**src/rtl/uart_pkg.sv**
```systemverilog
// -----------------------------------------------------------------------------
// uart_pkg
// Shared UART definitions used by the transmit framer and the receiver:
//   - uart_state_e : frame sequencing states
//   - PARITY_*     : parity mode encodings for the PARITY parameter
//   - UART_*_LEVEL : line levels for idle/stop and start bits
//   - parity_bit() : parity of a data word (up to 9 bits) for a given mode
// -----------------------------------------------------------------------------
package uart_pkg;

    typedef enum logic [2:0] {
        IDLE,
        ARMED,
        START,
        DATA,
        PAR,
        STOP
    } uart_state_e;

    localparam int unsigned PARITY_NONE = 0;
    localparam int unsigned PARITY_EVEN = 1;
    localparam int unsigned PARITY_ODD  = 2;

    localparam logic UART_IDLE_LEVEL  = 1'b1;
    localparam logic UART_START_LEVEL = 1'b0;

    // Callers zero-extend narrower words; padding zeros do not change the XOR.
    function automatic logic parity_bit(input logic [8:0] data, input int unsigned mode);
        logic p;
        p = 1'b0;
        case (mode)
            PARITY_EVEN: p = ^data;
            PARITY_ODD:  p = ~(^data);
            default:     p = 1'b0;
        endcase
        return p;
    endfunction

endpackage : uart_pkg

```
**src/rtl/uart_tx_frame.sv**
```systemverilog
// -----------------------------------------------------------------------------
// uart_tx_frame
// UART transmit framer. Accepts one word per frame over a valid/ready
// handshake and serialises it as: start bit, data LSB first, optional parity,
// then STOP_BITS stop bits. Every bit boundary is driven by baud_tick_in,
// which comes from the upstream baud tick stage.
//
// Ports:
//   clk           system clock
//   rst           synchronous active-high reset
//   baud_tick_in  one-cycle pulse per bit period
//   tx_data_in    word to transmit, sampled on accept
//   tx_valid_in   upstream has a word
//   tx_ready_out  framer can accept a word (high only in IDLE)
//   tx_out        registered serial line, idle high
//   busy_out      frame pending or in progress (~tx_ready_out)
// -----------------------------------------------------------------------------
module uart_tx_frame
    import uart_pkg::*;
#(
    parameter int unsigned DATA_BITS = 8,
    parameter int unsigned PARITY    = 0,
    parameter int unsigned STOP_BITS = 1
) (
    input  logic                 clk,
    input  logic                 rst,
    input  logic                 baud_tick_in,
    input  logic [DATA_BITS-1:0] tx_data_in,
    input  logic                 tx_valid_in,
    output logic                 tx_ready_out,
    output logic                 tx_out,
    output logic                 busy_out
);

    localparam int unsigned      IDX_W     = $clog2(DATA_BITS);
    localparam logic [IDX_W-1:0] IDX_LAST  = IDX_W'(DATA_BITS - 1);
    localparam logic             STOP_LAST = 1'(STOP_BITS - 1);

    if (DATA_BITS < 5 || DATA_BITS > 9) begin : g_bad_data_bits
        $error("uart_tx_frame: DATA_BITS=%0d outside 5..9", DATA_BITS);
    end
    if (PARITY > 2) begin : g_bad_parity
        $error("uart_tx_frame: PARITY=%0d is not 0, 1 or 2", PARITY);
    end
    if (STOP_BITS < 1 || STOP_BITS > 2) begin : g_bad_stop_bits
        $error("uart_tx_frame: STOP_BITS=%0d is not 1 or 2", STOP_BITS);
    end

    uart_state_e          state_q, state_d;
    logic [IDX_W-1:0]     idx_q, idx_d;
    logic                 stop_cnt_q, stop_cnt_d;
    logic [DATA_BITS-1:0] data_q, data_d;
    logic                 par_q, par_d;
    logic                 tx_q, tx_d;

    logic                 accept;
    logic [IDX_W-1:0]     idx_inc;

    assign accept  = tx_valid_in && (state_q == IDLE);
    assign idx_inc = idx_q + IDX_W'(1);

    always_comb begin
        state_d    = state_q;
        idx_d      = idx_q;
        stop_cnt_d = stop_cnt_q;
        data_d     = data_q;
        par_d      = par_q;
        tx_d       = tx_q;

        case (state_q)
            // Ticks are ignored here, so a tick coincident with an accept
            // only arms the frame; the start bit waits for the next tick.
            IDLE: begin
                if (accept) begin
                    data_d  = tx_data_in;
                    par_d   = parity_bit(9'(tx_data_in), PARITY);
                    state_d = ARMED;
                end
            end
            ARMED: begin
                if (baud_tick_in) begin
                    tx_d    = UART_START_LEVEL;
                    state_d = START;
                end
            end
            START: begin
                if (baud_tick_in) begin
                    tx_d    = data_q[0];
                    idx_d   = '0;
                    state_d = DATA;
                end
            end
            DATA: begin
                if (baud_tick_in) begin
                    if (idx_q < IDX_LAST) begin
                        idx_d = idx_inc;
                        tx_d  = data_q[idx_inc];
                    end else if (PARITY != PARITY_NONE) begin
                        tx_d    = par_q;
                        state_d = PAR;
                    end else begin
                        tx_d       = UART_IDLE_LEVEL;
                        stop_cnt_d = 1'b0;
                        state_d    = STOP;
                    end
                end
            end
            PAR: begin
                if (baud_tick_in) begin
                    tx_d       = UART_IDLE_LEVEL;
                    stop_cnt_d = 1'b0;
                    state_d    = STOP;
                end
            end
            // The line is already at the stop level; each tick here ends one
            // stop bit, and the last one hands control back to IDLE.
            STOP: begin
                if (baud_tick_in) begin
                    if (stop_cnt_q == STOP_LAST) begin
                        state_d = IDLE;
                    end else begin
                        stop_cnt_d = stop_cnt_q + 1'b1;
                    end
                end
            end
            default: begin
                tx_d    = UART_IDLE_LEVEL;
                state_d = IDLE;
            end
        endcase
    end

    always_ff @(posedge clk) begin
        if (rst) begin
            state_q    <= IDLE;
            idx_q      <= '0;
            stop_cnt_q <= 1'b0;
            data_q     <= '0;
            par_q      <= 1'b0;
            tx_q       <= UART_IDLE_LEVEL;
        end else begin
            state_q    <= state_d;
            idx_q      <= idx_d;
            stop_cnt_q <= stop_cnt_d;
            data_q     <= data_d;
            par_q      <= par_d;
            tx_q       <= tx_d;
        end
    end

    assign tx_out       = tx_q;
    assign tx_ready_out = (state_q == IDLE);
    assign busy_out     = ~tx_ready_out;

endmodule : uart_tx_frame

```
**config.mk**
```make
export PLATFORM = sky130hd
export DESIGN_NAME = uart_tx_frame
export DESIGN_NICKNAME = d
export VERILOG_FILES = /design/src/rtl/uart_pkg.sv /design/src/rtl/uart_tx_frame.sv
export SDC_FILE = /design/constraint.sdc
export NUM_CORES = 1
export LEC_CHECK = 0
export CAP_MARGIN = 20
export CORE_MARGIN = 2
export CORE_UTILIZATION = 33
export CTS_CLUSTER_DIAMETER = 50
export DETAILED_ROUTE_END_ITERATION = 10
export MAX_ROUTING_LAYER = met4
export PLACE_DENSITY = 0.65
export SLEW_MARGIN = 20
export SYNTH_ARGS = -nofsm -noshare
export SYNTH_HDL_FRONTEND = slang
export SYNTH_SLANG_ARGS = --single-unit
```
**constraint.sdc**
```tcl
create_clock -name clk -period 3.77 [get_ports clk]
set_clock_uncertainty 0.15 [all_clocks]
set_input_delay 0.754 -clock clk [delete_from_list [all_inputs] [get_ports clk]]
set_output_delay 0.754 -clock clk [all_outputs]
set_load 0.01 [all_outputs]
```
Word level (Yosys, flattened, before mapping)
Cells that the tools add are included.
Operators by class
  add/subtract/negate cells: 2
  $lt $le $gt $ge: 2
  equality and inequality tests: 14
  muxes and demuxes: 26
  bitwise operators: 2
  reductions and logical operators: 10
Operator list (number)
  3-bit 2-to-1 mux: 11
  3-bit case mux with 6 select lines: 1
  2-bit != test, second input constant: 8
  1-bit 2-to-1 mux: 10
  5-bit AND reduction: 2
  8-bit AND reduction: 1
  3-bit by 2-bit equality test with 1-bit output, second input constant: 2
  3-bit equality test, second input constant: 2
  3-bit case mux with 2 select lines: 1
  1-bit case mux with 5 select lines: 1
  3-bit by 4-bit less-than comparator with 1-bit output, second input constant: 1
  4-bit AND reduction: 1
  3-bit by 1-bit adder with 3-bit output, second input constant: 1
  1-bit binary-select mux with 3-bit select: 1
  3-bit by 1-bit equality test with 1-bit output, second input constant: 1
  3-bit logical NOT: 1
  3-bit less-than comparator, second input constant: 1
  1-bit case mux with 3 select lines: 1
  3-bit nonzero test: 1
  2-bit by 1-bit != test with 1-bit output, second input constant: 1
  1-bit inverter: 2
  2-bit AND reduction: 1
  2-bit nonzero test: 1
  2-bit OR reduction: 1
  other kinds (2): 2
Storage, ports and cells
  register bits: 16
  bits of input ports: 12
  output and inout port bits: 3
  word-level logic and storage cells: 61

Logic depth before layout (Yosys ltp)
Gate-level depths: netlist (run 1).
  depth in word-level cells: 6
  depth in mapped cells: 5
  mapped depth without buffers: 4

Least setup slack after synthesis (run 1)
Ideal clock, no wire load.
  path type: register to register
  start point: register idx_q[0]
  end point: register tx_q (netlist: tx_out)
  library setup time: 0.122 ns
  data arrival time: 1.774 ns
  data required time: 3.498 ns
  setup slack: 1.724 ns
  cell stages (with the launch flop): 5
  buffers on the path: 0
  clock period less this slack: 2.046 ns
  cell sequence: dfxtp_1 > ha_1 > mux4_1 > mux2_2 > o32a_1
Between the ends
  cells in the longest elaborated chain, start to end: 6
  elaborated cells between the ends (all ways): 7
  classes of those cells: add/sub: 1; order compare: 1; mux: 5
RTL lines
  from (decl): line uart_tx_frame.sv:50  | logic [IDX_W-1:0] idx_q, idx_d;
  from (signal assigned): line uart_tx_frame.sv:143  | idx_q <= idx_d;
  3-bit by 1-bit adder with 3-bit output: line uart_tx_frame.sv:60  | assign idx_inc = idx_q + IDX_W'(1);
  1-bit binary-select mux with 3-bit select: line uart_tx_frame.sv:97  | tx_d = data_q[idx_inc];
  1-bit 2-to-1 mux (not written as such): line uart_tx_frame.sv:97
  1-bit 2-to-1 mux *: line uart_tx_frame.sv:95  | if (idx_q < IDX_LAST) begin
  1-bit 2-to-1 mux *: line uart_tx_frame.sv:94  | if (baud_tick_in) begin
  1-bit case mux with 5 select lines *: line uart_tx_frame.sv:70  | case (state_q)
  to (signal assigned): line uart_tx_frame.sv:147  | tx_q <= tx_d;
  to (decl): line uart_tx_frame.sv:54  | logic tx_q, tx_d;
Every way passes the cells marked *; elsewhere a longest branch is shown, timed or not. The select of a mux whose other input is x is not followed.
A chain may end at the register's enable or synchronous reset.

Worst setup path in the final report (run 1)
  start point: register state_q[2]
  end point: output tx_ready_out
Between the ends
  cells in the longest elaborated chain, start to end: 1
RTL lines
  from (decl): line uart_tx_frame.sv:49  | uart_state_e state_q, state_d;
  from (signal assigned): line uart_tx_frame.sv:142  | state_q <= state_d;
  3-bit logical NOT: line uart_tx_frame.sv:152  | assign tx_ready_out = (state_q == IDLE);
  to (decl): line uart_tx_frame.sv:30  | output logic tx_ready_out,
No other way between the ends.

==> flow_summary.toml, run 1 <==
[power]
p_switching_mw = 0.138
p_seq_frac = 0.484
power.density_nw_per_um2 = 433
ir_drop_uv = 206
combPwrFrac = 0.281
clkPwrFrac = 0.235
finalPower_mw = 0.417
p_leak_nw = 0.345
swShare = 0.330
internal_power_mw = 0.280

[worst_setup_path]
cp_num_cells = 2
worstPathArrival_ns = 1.73
critPathKind = "register to output pin"
rrSetupSlack_ns = 1.60
cpMaxStageDelayCell = "clkdlybuf4s50_1"
crit_family = "buffers and inverters"
cp-end-kind = "output pin"
critical_path_buf_inv_count = 1
cp_slowest_stage_delay_ns = 0.62
crit_chain = "nor3_1, clkdlybuf4s50_1"
r2r_end = "tx_out"
crit_path_start_kind = "register"
critPathRequiredTime_ns = 2.87
r2r-start = "idx_q[0]"
ff2ff_path_depth = 4
crit_fanout = 12

[sta]
finalHoldViolations = 0
slew_headroom = 0.637
rsz0062_at_grt = "false"
fmax_ghz = 0.380
worst_slew_pin_slew_ns = 0.543
whs_ns = 0.311
final.setup.worst_slack_ns = 1.14
tns_ns = 0
fin_crit_sh = 0.698
setup_violations = 0
drv_slew = 0
period_minus_slack_ns = 2.63

[finish]
multi_input_area_sq_um = 443
final_nets = 125
diodes = 0
drive_gt1_frac = 0.0450
regArea_sq_um = 300
nFillCells = 235
syn_to_final_growth_pct = 22.8

[detailed_routing]
finalWirelength_microns = 1680
dr.pass1.iters = 4
vias_per_cell = 5.37
wl_per_cell_microns = 12.1
drt_first_iter_violations = 25
drc_errors = 0
vias = 747
ant_nets = 0

[cts]
cts_tree = "built"
htreeDepth = 1
cts_max_path_buffers = 2
cts_resized = 0
numCtsBuffers = 3
cts_sinks = 15
hold_buffers = 0
post_cts.repair.setup_buffers = 0
clk_latency_ns = 0.29
path_clk_slew_ns = 0.10
clockRootBuffer = "clkbuf_4"

[floorplanning]
core_sq_um = 2230
die_w_microns = 52.8
boundaryPins = 15
die_h_microns = 52.8
start_util = 0.351
rows = 17
dieArea_sq_um = 2780

[synthesis]
postSynthCellCount = 99
avgSynthCellArea_sq_um = 7.92
synthesis.area_sq_um = 785
ys_seq_area_frac = 0.383
ys_seq_elements = 15
syn_nets = 112
ys_types = 27
ys_warn_count = 0

[placement]
portBuffers = 14
gp_congestion = 0.783
pre_cts_ws_ns = 1.18
dp_hpwl_microns = 1230

[global_route]
gr-total-overflow = 0
grt_pass1_wl_microns = 2950
antenna_found_initial = 0
grt_max_degree = 16
grt_use_total = 0.150
grt_pass1_vias = 679

[worst_hold_path]
holdCritPathClass = "register to register"
hold_depth = 2
whs_endpoint = "data_q[5]"
hp-start = "data_q[5]"

[flow_run]
maxCapViolCount = 0

[status]
run_status = "finished, final reports clean"
-- sequential cells by signal, summed over array words and instances (netlist names) --
register  count
data_q        8
idx_q         3
state_q       3
tx_out        1
-- placed cells by master, fill, tap and decap left out, drive strengths merged --
cell,n
a21oi,14
a221oi,2
clkinvlp,1
o31a,1
mux2,1
nand3b,1
dfxtp,15
o21bai,1
clkdlybuf4s50,14
nor3,2
o32ai,1
inv,4
or3,2
nand3,2
xnor2,1
and3,1
a211oi,2
a2111oi,2
a211o,1
clkbuf,3
nand4b,1
mux4,2
nor2,6
ha,1
and2,1
o21ai,4
o32a,1
nand2,24
-- Yosys cell counts (all sizes together) --
cell type	n	area, sq um
a2111oi	2	17.5
a211o	1	8.76
a211oi	2	15.0
a21oi	14	70.1
a221oi	2	17.5
and2	1	6.26
and3	1	6.26
buf	3	15.0
clkbuf	3	11.3
dfxtp	15	300
ha	1	12.5
inv	4	15.0
mux2	1	11.3
mux4	2	52.6
nand2	24	90.1
nand3	2	10.0
nand3b	1	7.51
nand4b	1	8.76
nor2	6	22.5
nor3	2	10.0
o21ai	4	20.0
o21bai	1	7.51
o31a	1	8.76
o32a	1	10.0
o32ai	1	8.76
or3	2	12.5
xnor2	1	8.76
-- how the worst max path moves through the flow --
stage                            start      endpoint
after floorplan               idx_q[0]        tx_out
after global placement    baud_tick_in      idx_q[0]
after detailed placement  baud_tick_in      idx_q[0]
after CTS                   state_q[2]  tx_ready_out
after global routing        state_q[2]  tx_ready_out
final                       state_q[2]  tx_ready_out
-- per-layer routing --
metal	part of all wire	GRT usage
met3	0.044	0.0514
met1	0.46	0.172
met4	0.012	0.0513
met2	0.48	0.244
met5	0	-
-- power groups by stage --
stage,Clock [mW],Combinational (mW),Sequential (mW)
2_1_floorplan,0,0.0849,0.191
3_3_place_gp,0,0.116,0.205
3_5_place_dp,0,0.118,0.205
4_1_cts,0.104,0.118,0.201
5_1_grt,0.116,0.131,0.206
6_report,0.0982,0.117,0.202
-- worst reg2reg max path: cells and delay by family (launching register included) --
family | cells | cell delay (ns)
AO/OA/AOI/OAI | 1 | 0.33
adder cells (fa/ha/maj) | 1 | 0.37
flip-flops | 1 | 0.38
multiplexers | 2 | 0.85
-- final cells by class --
| cell class | count | area share |
|---|---|---|
| Sequential cell | 15 | 0.312 |
| Multi-Input combinational cell | 74 | 0.460 |
| Clock buffer | 3 | 0.0234 |
| Inverter | 4 | 0.0156 |
| Tap cell | 28 | 0.0364 |
| Clock inverter | 1 | 0.00779 |
| Timing Repair Buffer | 14 | 0.145 |
-- per-stage QoR --
step                      utilization  std cells  instance area [sq um]
after floorplan                     -         99                    785
after global placement          0.418        135                    933
after detailed placement        0.418        135                    933
after CTS                       0.431        139                    963
after global routing            0.431        139                    963
final                           0.431        139                    963
-- cell families (layout without fill, tap and decap cells) --
group | Yosys count | count (layout) | synth area share
AOI/OAI and AO/OA | 29 | 29 | 0.234
xor gates and xnor gates | 1 | 1 | 0.0112
adders and majority gates | 1 | 1 | 0.0159
buffers and inverters | 10 | 22 | 0.0526
DFF | 15 | 15 | 0.383
muxes | 3 | 3 | 0.0813
and+or+nand+nor | 40 | 40 | 0.222
No activity file was read; power rests on OpenSTA's default activity.
==> run 2: changes to the inputs <==
Settings changed: PLACE_DENSITY 0.65 to 0.67.
Clock period 3.77 ns to 2.13 ns, I/O delays scaled along.
==> flow_summary.toml, run 2 (synthesis results as in run 1) <==
[sta]
whs_ns = 0.305
rsz0062_at_grt = "false"
setup_violations = 0
fmax_ghz = 0.489
worst_slew_pin_slew_ns = 0.504
tns_ns = 0
period_minus_slack_ns = 2.04
finalHoldViolations = 0
fin_crit_sh = 0.960
slew_headroom = 0.655
drv_slew = 0

[power]
ir_drop_uv = 536
power.density_nw_per_um2 = 719
p_leak_nw = 0.384
finalPower_mw = 0.746

[global_route]
grt_pass1_vias = 643
grt_max_degree = 15
antenna_found_initial = 0
gr-total-overflow = 0
grt_pass1_wl_microns = 2880
grt_use_total = 0.146

[detailed_routing]
drt_first_iter_violations = 19
vias_per_cell = 5.31
ant_nets = 0
vias = 780
finalWirelength_microns = 1720
dr.pass1.iters = 4
wl_per_cell_microns = 11.7
drc_errors = 0

[worst_hold_path]
holdCritPathClass = "register to register"

[finish]
final_cell_mix = "nand2_1 (24), dfxtp_1 (15), a21oi_1 (14), clkdlybuf4s50_1 (14), buf_4 (8)"
fin_area_sq_um = 1040
drive_gt1_frac = 0.118
utilization = 0.464
nFillCells = 228
largest_reg_flops = 8
regArea_sq_um = 300
mostFrequentLayoutCell = "nand2_1"
multi_input_area_sq_um = 460
diodes = 0
final_nets = 133
regMostFlops = "data_q"
reg.largest.list = "data_q x8, idx_q x3, state_q x3"
syn_to_final_growth_pct = 32.2

[floorplanning]
dieArea_sq_um = 2780
core_sq_um = 2230
die_w_microns = 52.8
start_util = 0.351
boundaryPins = 15
die_h_microns = 52.8
rows = 17

[placement]
portBuffers = 14
dpl_cell_area_sq_um = 993
gp_congestion = 0.848
dp_hpwl_microns = 1330

[worst_setup_path]
crit_path_start_kind = "register"
cp_slowest_stage_delay_ns = 0.53
cpMaxStageDelayCell = "mux4_1"
crit_fanout = 3
worstPathArrival_ns = 2.06
crit_family = "multiplexers"
critical_path_buf_inv_count = 0
critPathRequiredTime_ns = 2.15
cp-end-kind = "register"
critPathKind = "register to register"
crit_chain = "ha_4, mux4_1, mux2_2, o32a_1"

[cts]
clk_latency_ns = 0.28
path_clk_slew_ns = 0.09
cts_tree = "built"
clockRootBuffer = "clkbuf_4"
numCtsBuffers = 3
htreeDepth = 1
cts_sinks = 15
cts_max_path_buffers = 2
post_cts.repair.setup_buffers = 0

[flow_run]
maxCapViolCount = 0

[status]
run_status = "finished, final reports clean"
## run 2: cell types whose count changed in the layout (fill, tap and decap cells not counted), sizes merged
| cell | change |
|---|---|
| buf | +8 |
| clkbuf | +1 |
| clkinvlp | -1 |
## run 2: layout make-up
cell class,instances,area share
Sequential cell,15,0.290
Multi-Input combinational cell,74,0.444
Clock buffer,4,0.0253
Inverter,4,0.0145
Tap cell,28,0.0338
Timing Repair Buffer,22,0.193
## run 2: report_power, final
| part | internal [mW] | leakage [nW] | switching, mW |
|---|---|---|---|
| combinational | 0.129 | 0.247 | 0.125 |
| sequential | 0.313 | 0.123 | 0.0220 |
| clock | 0.0726 | 0.0150 | 0.0842 |
## run 2: tightest hold or removal path, cell delays in order, from the launching register on
cell and delay (ns):
dfxtp_1 0.31, nand2_1 0.05, a21oi_1 0.05
## run 2: worst paths after layout
path / start / endpoint / slack (ns) / cells after the start
worst max-delay path: idx_q[0] / tx_out / 0.09 / 4
worst min-delay path: data_q[3] / data_q[3] / 0.31 / 2
worst max register to register: idx_q[0] / tx_out / 0.09 / 4
worst min register to register: data_q[3] / data_q[3] / 0.31 / 2
## run 2: stage by stage
stage | cells | setup WS, ns
after floorplan | 99 | 0.0844
after global placement | 143 | 0.0703
after detailed placement | 143 | 0.0256
after CTS | 147 | 0.00612
after global routing | 147 | 0.0227
final | 147 | 0.0854
## run 2: metal layers
layer	vias to the layer above	wire length [microns]	global-route usage
met3	4	117	0.0343
met4	0	19	0.0556
met1	349	742	0.191
met2	29	843	0.217
li1	398	-	-
met5	-	0	-
## run 2: timing repair
item,CTS,global route
resized for setup,1,1
hold buffers,0,0
gates cloned,0,0
setup endpoints to repair,1,1
==> run 3: changes to the inputs <==
Settings changed: CAP_MARGIN 20 to 10.
==> results of run 3 <==
The final DEF is identical to that of run 2; final timing and power are the same.
